<file path="src/rtl/ascii_digit_capture.sv">
// ascii_digit_capture: collects one or two ASCII digits closed by a CR byte
// and hands the number downstream over a valid/ready pair.
module ascii_digit_capture #(
  parameter logic [7:0] CR_CODE = 8'h0D
) (
  input  logic       clk,
  input  logic       rst_n,
  input  logic [7:0] rx_data,
  input  logic       rx_valid,
  output logic [6:0] Tens,
  output logic [3:0] Units,
  output logic       out_valid,
  input  logic       out_ready,
  output logic       err,
  output logic       ovr
);

  typedef enum logic [1:0] {
    S_TENS,
    S_ONE,
    S_TWO,
    S_HOLD
  } state_t;

  state_t     state, state_d, cur;
  logic [3:0] d0, d0_d;
  logic [3:0] d1, d1_d;
  logic [6:0] tens_d;
  logic [3:0] units_d;
  logic       ov_d, err_d, ovr_d;
  logic       is_cr, is_dig, take;
  logic [3:0] dv;

  assign is_cr  = (rx_data == CR_CODE);
  assign is_dig = (rx_data >= 8'h30) && (rx_data <= 8'h39) && !is_cr;
  assign dv     = rx_data[3:0];

  always_comb begin
    state_d = state;
    cur     = state;
    d0_d    = d0;
    d1_d    = d1;
    tens_d  = Tens;
    units_d = Units;
    ov_d    = out_valid;
    err_d   = 1'b0;
    ovr_d   = 1'b0;
    take    = rx_valid;

    // an accept frees the block, so a same-cycle byte starts a new number
    if (state == S_HOLD) begin
      if (out_ready) begin
        ov_d    = 1'b0;
        cur     = S_TENS;
        state_d = S_TENS;
      end else begin
        ovr_d = rx_valid;
        take  = 1'b0;
      end
    end

    if (take) begin
      unique case (cur)
        S_TENS: begin
          unique case (1'b1)
            is_dig: begin
              d0_d    = dv;
              state_d = S_ONE;
            end
            default: begin
              err_d   = 1'b1;
              state_d = S_TENS;
            end
          endcase
        end
        S_ONE: begin
          unique case (1'b1)
            is_dig: begin
              d1_d    = dv;
              state_d = S_TWO;
            end
            is_cr: begin
              tens_d  = 7'd0;
              units_d = d0;
              ov_d    = 1'b1;
              state_d = S_HOLD;
            end
            default: begin
              err_d   = 1'b1;
              d0_d    = 4'd0;
              d1_d    = 4'd0;
              state_d = S_TENS;
            end
          endcase
        end
        S_TWO: begin
          unique case (1'b1)
            is_cr: begin
              tens_d  = {3'b000, d0};
              units_d = d1;
              ov_d    = 1'b1;
              state_d = S_HOLD;
            end
            default: begin
              err_d   = 1'b1;
              d0_d    = 4'd0;
              d1_d    = 4'd0;
              state_d = S_TENS;
            end
          endcase
        end
        default: ;
      endcase
    end
  end

  always_ff @(posedge clk or negedge rst_n) begin
    if (!rst_n) begin
      state     <= S_TENS;
      d0        <= 4'd0;
      d1        <= 4'd0;
      Tens      <= 7'd0;
      Units     <= 4'd0;
      out_valid <= 1'b0;
      err       <= 1'b0;
      ovr       <= 1'b0;
    end else begin
      state     <= state_d;
      d0        <= d0_d;
      d1        <= d1_d;
      Tens      <= tens_d;
      Units     <= units_d;
      out_valid <= ov_d;
      err       <= err_d;
      ovr       <= ovr_d;
    end
  end

endmodule
</file>
<file path="config.mk">
export PLATFORM = sky130hd
export DESIGN_NAME = ascii_digit_capture
export DESIGN_NICKNAME = d
export VERILOG_FILES = /design/src/rtl/ascii_digit_capture.sv
export SDC_FILE = /design/constraint.sdc
export NUM_CORES = 1
export LEC_CHECK = 0
export CORE_MARGIN = 5
export CORE_UTILIZATION = 49
export DETAILED_ROUTE_END_ITERATION = 8
export PLACE_DENSITY = 0.78
export SLEW_MARGIN = 20
export SYNTH_ARGS = -nofsm -noshare
export SYNTH_HDL_FRONTEND = slang
export SYNTH_SLANG_ARGS = --single-unit
</file>
<file path="constraint.sdc">
create_clock -name clk -period 2.1 [get_ports clk]
set_input_delay 0.42 -clock clk [delete_from_list [all_inputs] [get_ports clk]]
set_output_delay 0.42 -clock clk [all_outputs]
set_load 0.05 [all_outputs]
</file>
==> results.toml <==
[clock_network]
path_clk_slew_ns = 0.12
clockBufferDepth = 2
insertion_delay_ns = 0.30
root_buffer = "clkbuf_4"
ctsHoldBuffers = 0
numCtsBuffers = 3
cts_resized = 0
cts_tree = "yes"
post_cts_buffers = 0
htreeDepth = 1
clock-sinks = 21

[final_layout]
final_nets = 177
diodes = 0
multi_input_area_sq_um = 602
utilization_pct = 72.0
drive_gt1_share_pct = 28.9
finalNonFillerCells = 187
seqCellArea_sq_um = 526
fillers = 170
syn2layout_area_growth_pct = 37.5

[outcome]
outcome = "finished, final reports clean"

[worst_setup_path]
rr_startpoint = "state[0]"
r2r-end = "d0[0]"
arrival_ns = 2.21
cp-end-kind = "flip-flop"
cp.required_ns = 2.30
path_class = "in2reg"
critPathMaxFanout = 4
critPathLaunchType = "input port"
rrSetupSlack_ns = 0.26
reg2reg_depth = 8

[grt]
grt_max_degree = 22
grt_pass1_wl_um = 4400
grt_pass1_vias = 961
antenna_found_initial = 0
grt-ovfl-total = 0
grt_use_total_pct = 17.0

[synthesis]
yosysSeqAreaShare_pct = 44.1
yosysWarnings = 0
synth_cell_types = 28
synthCells = 111
synth_area_sq_um = 1190
syn_area_per_cell_sq_um = 10.7
ys_ff_latch = 21

[routing]
drt_iter0_markers = 25
vias = 966
drt_pass1_iterations = 4
vias_per_cell = 5.17
wl_um = 2640
route.detailed.drc = 0
wire_per_inst_um = 14.1
detail-route-antenna-nets = 0

[sta]
max_freq_mhz = 497
worst_slew_pin_slew_ns = 0.514
fin_crit_ns = 2.01
finalHoldViolCount = 0
worst_hold_slack_ns = 0.449
setup_violations = 0
slew_viol_final = 0
relSlewSlack_pct = 65.6
period_share_pct = 95.9
rsz0062_at_grt = "false"
finClkSkew_ns = 0.00536
setup_ws_ns = 0.0870

[die]
initial_utilization_pct = 52.3
io_pins = 26
core-area_sq_um = 2280
die_w_um = 59.3
dieArea_sq_um = 3520
dieHeight_um = 59.3
rows = 17

[power_and_ir_drop]
irDropWorstVdd_uv = 331
power.density_nw_per_um2 = 532
p_leak_nw = 0.755
total_power_uw = 871

[place]
hpwlAfterDp_um = 2190
placed_cells = 183
pre_cts_slack_ns = -0.208
gp_congestion = 0.862
io_buffers = 22

[worst_hold_path]
hp-class = "in2async"

[job]
drv_cap = 0
-- through the flow --
| stage | instance area [sq um] | TNS, ns |
|---|---|---|
| floorplan | 1200 | 0 |
| global placement | 1610 | -1.94 |
| detailed placement | 1610 | -2.40 |
| CTS | 1640 | 0 |
| global route | 1640 | 0 |
| finish | 1640 | 0 |
-- worst max-delay path: stages --
cell and delay [ns]:
clkdlybuf4s50_1 0.49, nand2_1 0.06, nand2_1 0.11, inv_1 0.08
ha_1 0.23, a31oi_1 0.21, o2111ai_1 0.16, buf_4 0.18
mux2_2 0.26
-- worst max-delay path by stage --
stage,cells after the start,endpoint,slack (ns),start
6_report,9,d0[0],0.09,out_ready
5_1_grt,9,d0[3],0.02,out_ready
4_1_cts,9,d0[1],0.11,out_ready
3_5_place_dp,9,d0[0],-0.21,out_ready
3_3_place_gp,9,Units[1],-0.16,out_ready
2_1_floorplan,7,Units[0],0.26,out_ready
-- final cells by class --
type	count	share of cell area, %
repair buffers	47	24.9
flip-flops and latches	21	32.1
clock buffers	4	1.60
inverters	11	2.52
multi-input cells	76	36.7
well taps	28	2.14
-- cells in the final DEF, fill, tap and decap left out --
cell	netlist	routed
nor2b_1	4	4
clkbuf_4	0	3
buf_4	3	25
conb_1	1	3
and4b_1	1	1
o211ai_1	1	1
nand4bb_1	1	1
nor3_4	1	1
o21ai_0	5	5
and4bb_2	1	1
a31oi_1	1	1
nor2_1	3	3
nor3b_1	1	1
nand2_1	14	14
o21a_1	3	3
ha_1	5	5
nor3_1	1	1
clkdlybuf4s50_1	0	22
dfrtp_1	21	21
mux2i_1	9	9
mux2_2	13	13
clkbuf_1	2	1
a21boi_0	2	2
nor4_4	1	1
nand3_1	2	2
inv_1	11	11
o21ba_2	1	1
o2111ai_1	1	1
nand2_2	1	1
a22oi_1	1	1
-- synthesized netlist by cell type --
cell type,count,share of area [%]
nand2_2,1,0.53
clkbuf_1,2,0.63
dfrtp_1,21,44
mux2i_1,9,7.6
o21a_1,3,1.9
o21ai_0,5,2.1
nor3_1,1,0.42
and4bb_2,1,1.1
inv_1,11,3.5
nand2_1,14,4.4
o2111ai_1,1,0.74
nor2_1,3,0.95
conb_1,1,0.31
nor3b_1,1,0.63
nor2b_1,4,2.1
ha_1,5,5.3
nand3_1,2,0.84
mux2_2,13,12
nor3_4,1,1.4
o21ba_2,1,0.84
buf_4,3,1.9
a21boi_0,2,1.3
a31oi_1,1,0.53
o211ai_1,1,0.63
and4b_1,1,0.84
nor4_4,1,1.8
nand4bb_1,1,0.95
a22oi_1,1,0.63
-- flip-flops by register name, indices dropped and copies added, names as in the netlist --
signal     flops
Units          4
d0             4
err            1
Tens           4
ovr            1
d1             4
state          2
out_valid      1
-- report_power, final --
group	internal [mW]	total, mW	switching, mW
combinational	0.0992	0.183	0.0838
clock	0.0740	0.198	0.124
sequential	0.457	0.490	0.0330
total	0.630	0.871	0.241
-- metal layers --
metal	global-route usage (%)	part of all wire, %
met1	19.1	42
met2	31.5	54
met3	3.05	3.3
met4	6.15	1.2
met5	0	0
-- logic make-up (layout without fill, tap and decap cells) --
logic type | Yosys count | count (layout) | synth area share (%)
flip-flops | 21 | 21 | 44.1
other | 1 | 3 | 0.315
AND/OR/NAND/NOR | 31 | 31 | 15.9
adder cells (fa/ha/maj) | 5 | 5 | 5.25
multiplexers | 22 | 22 | 19.9
AO/OA/AOI/OAI | 15 | 15 | 8.61
buffers and inverters | 16 | 62 | 5.99
No activity file was read; power rests on OpenSTA's default activity.
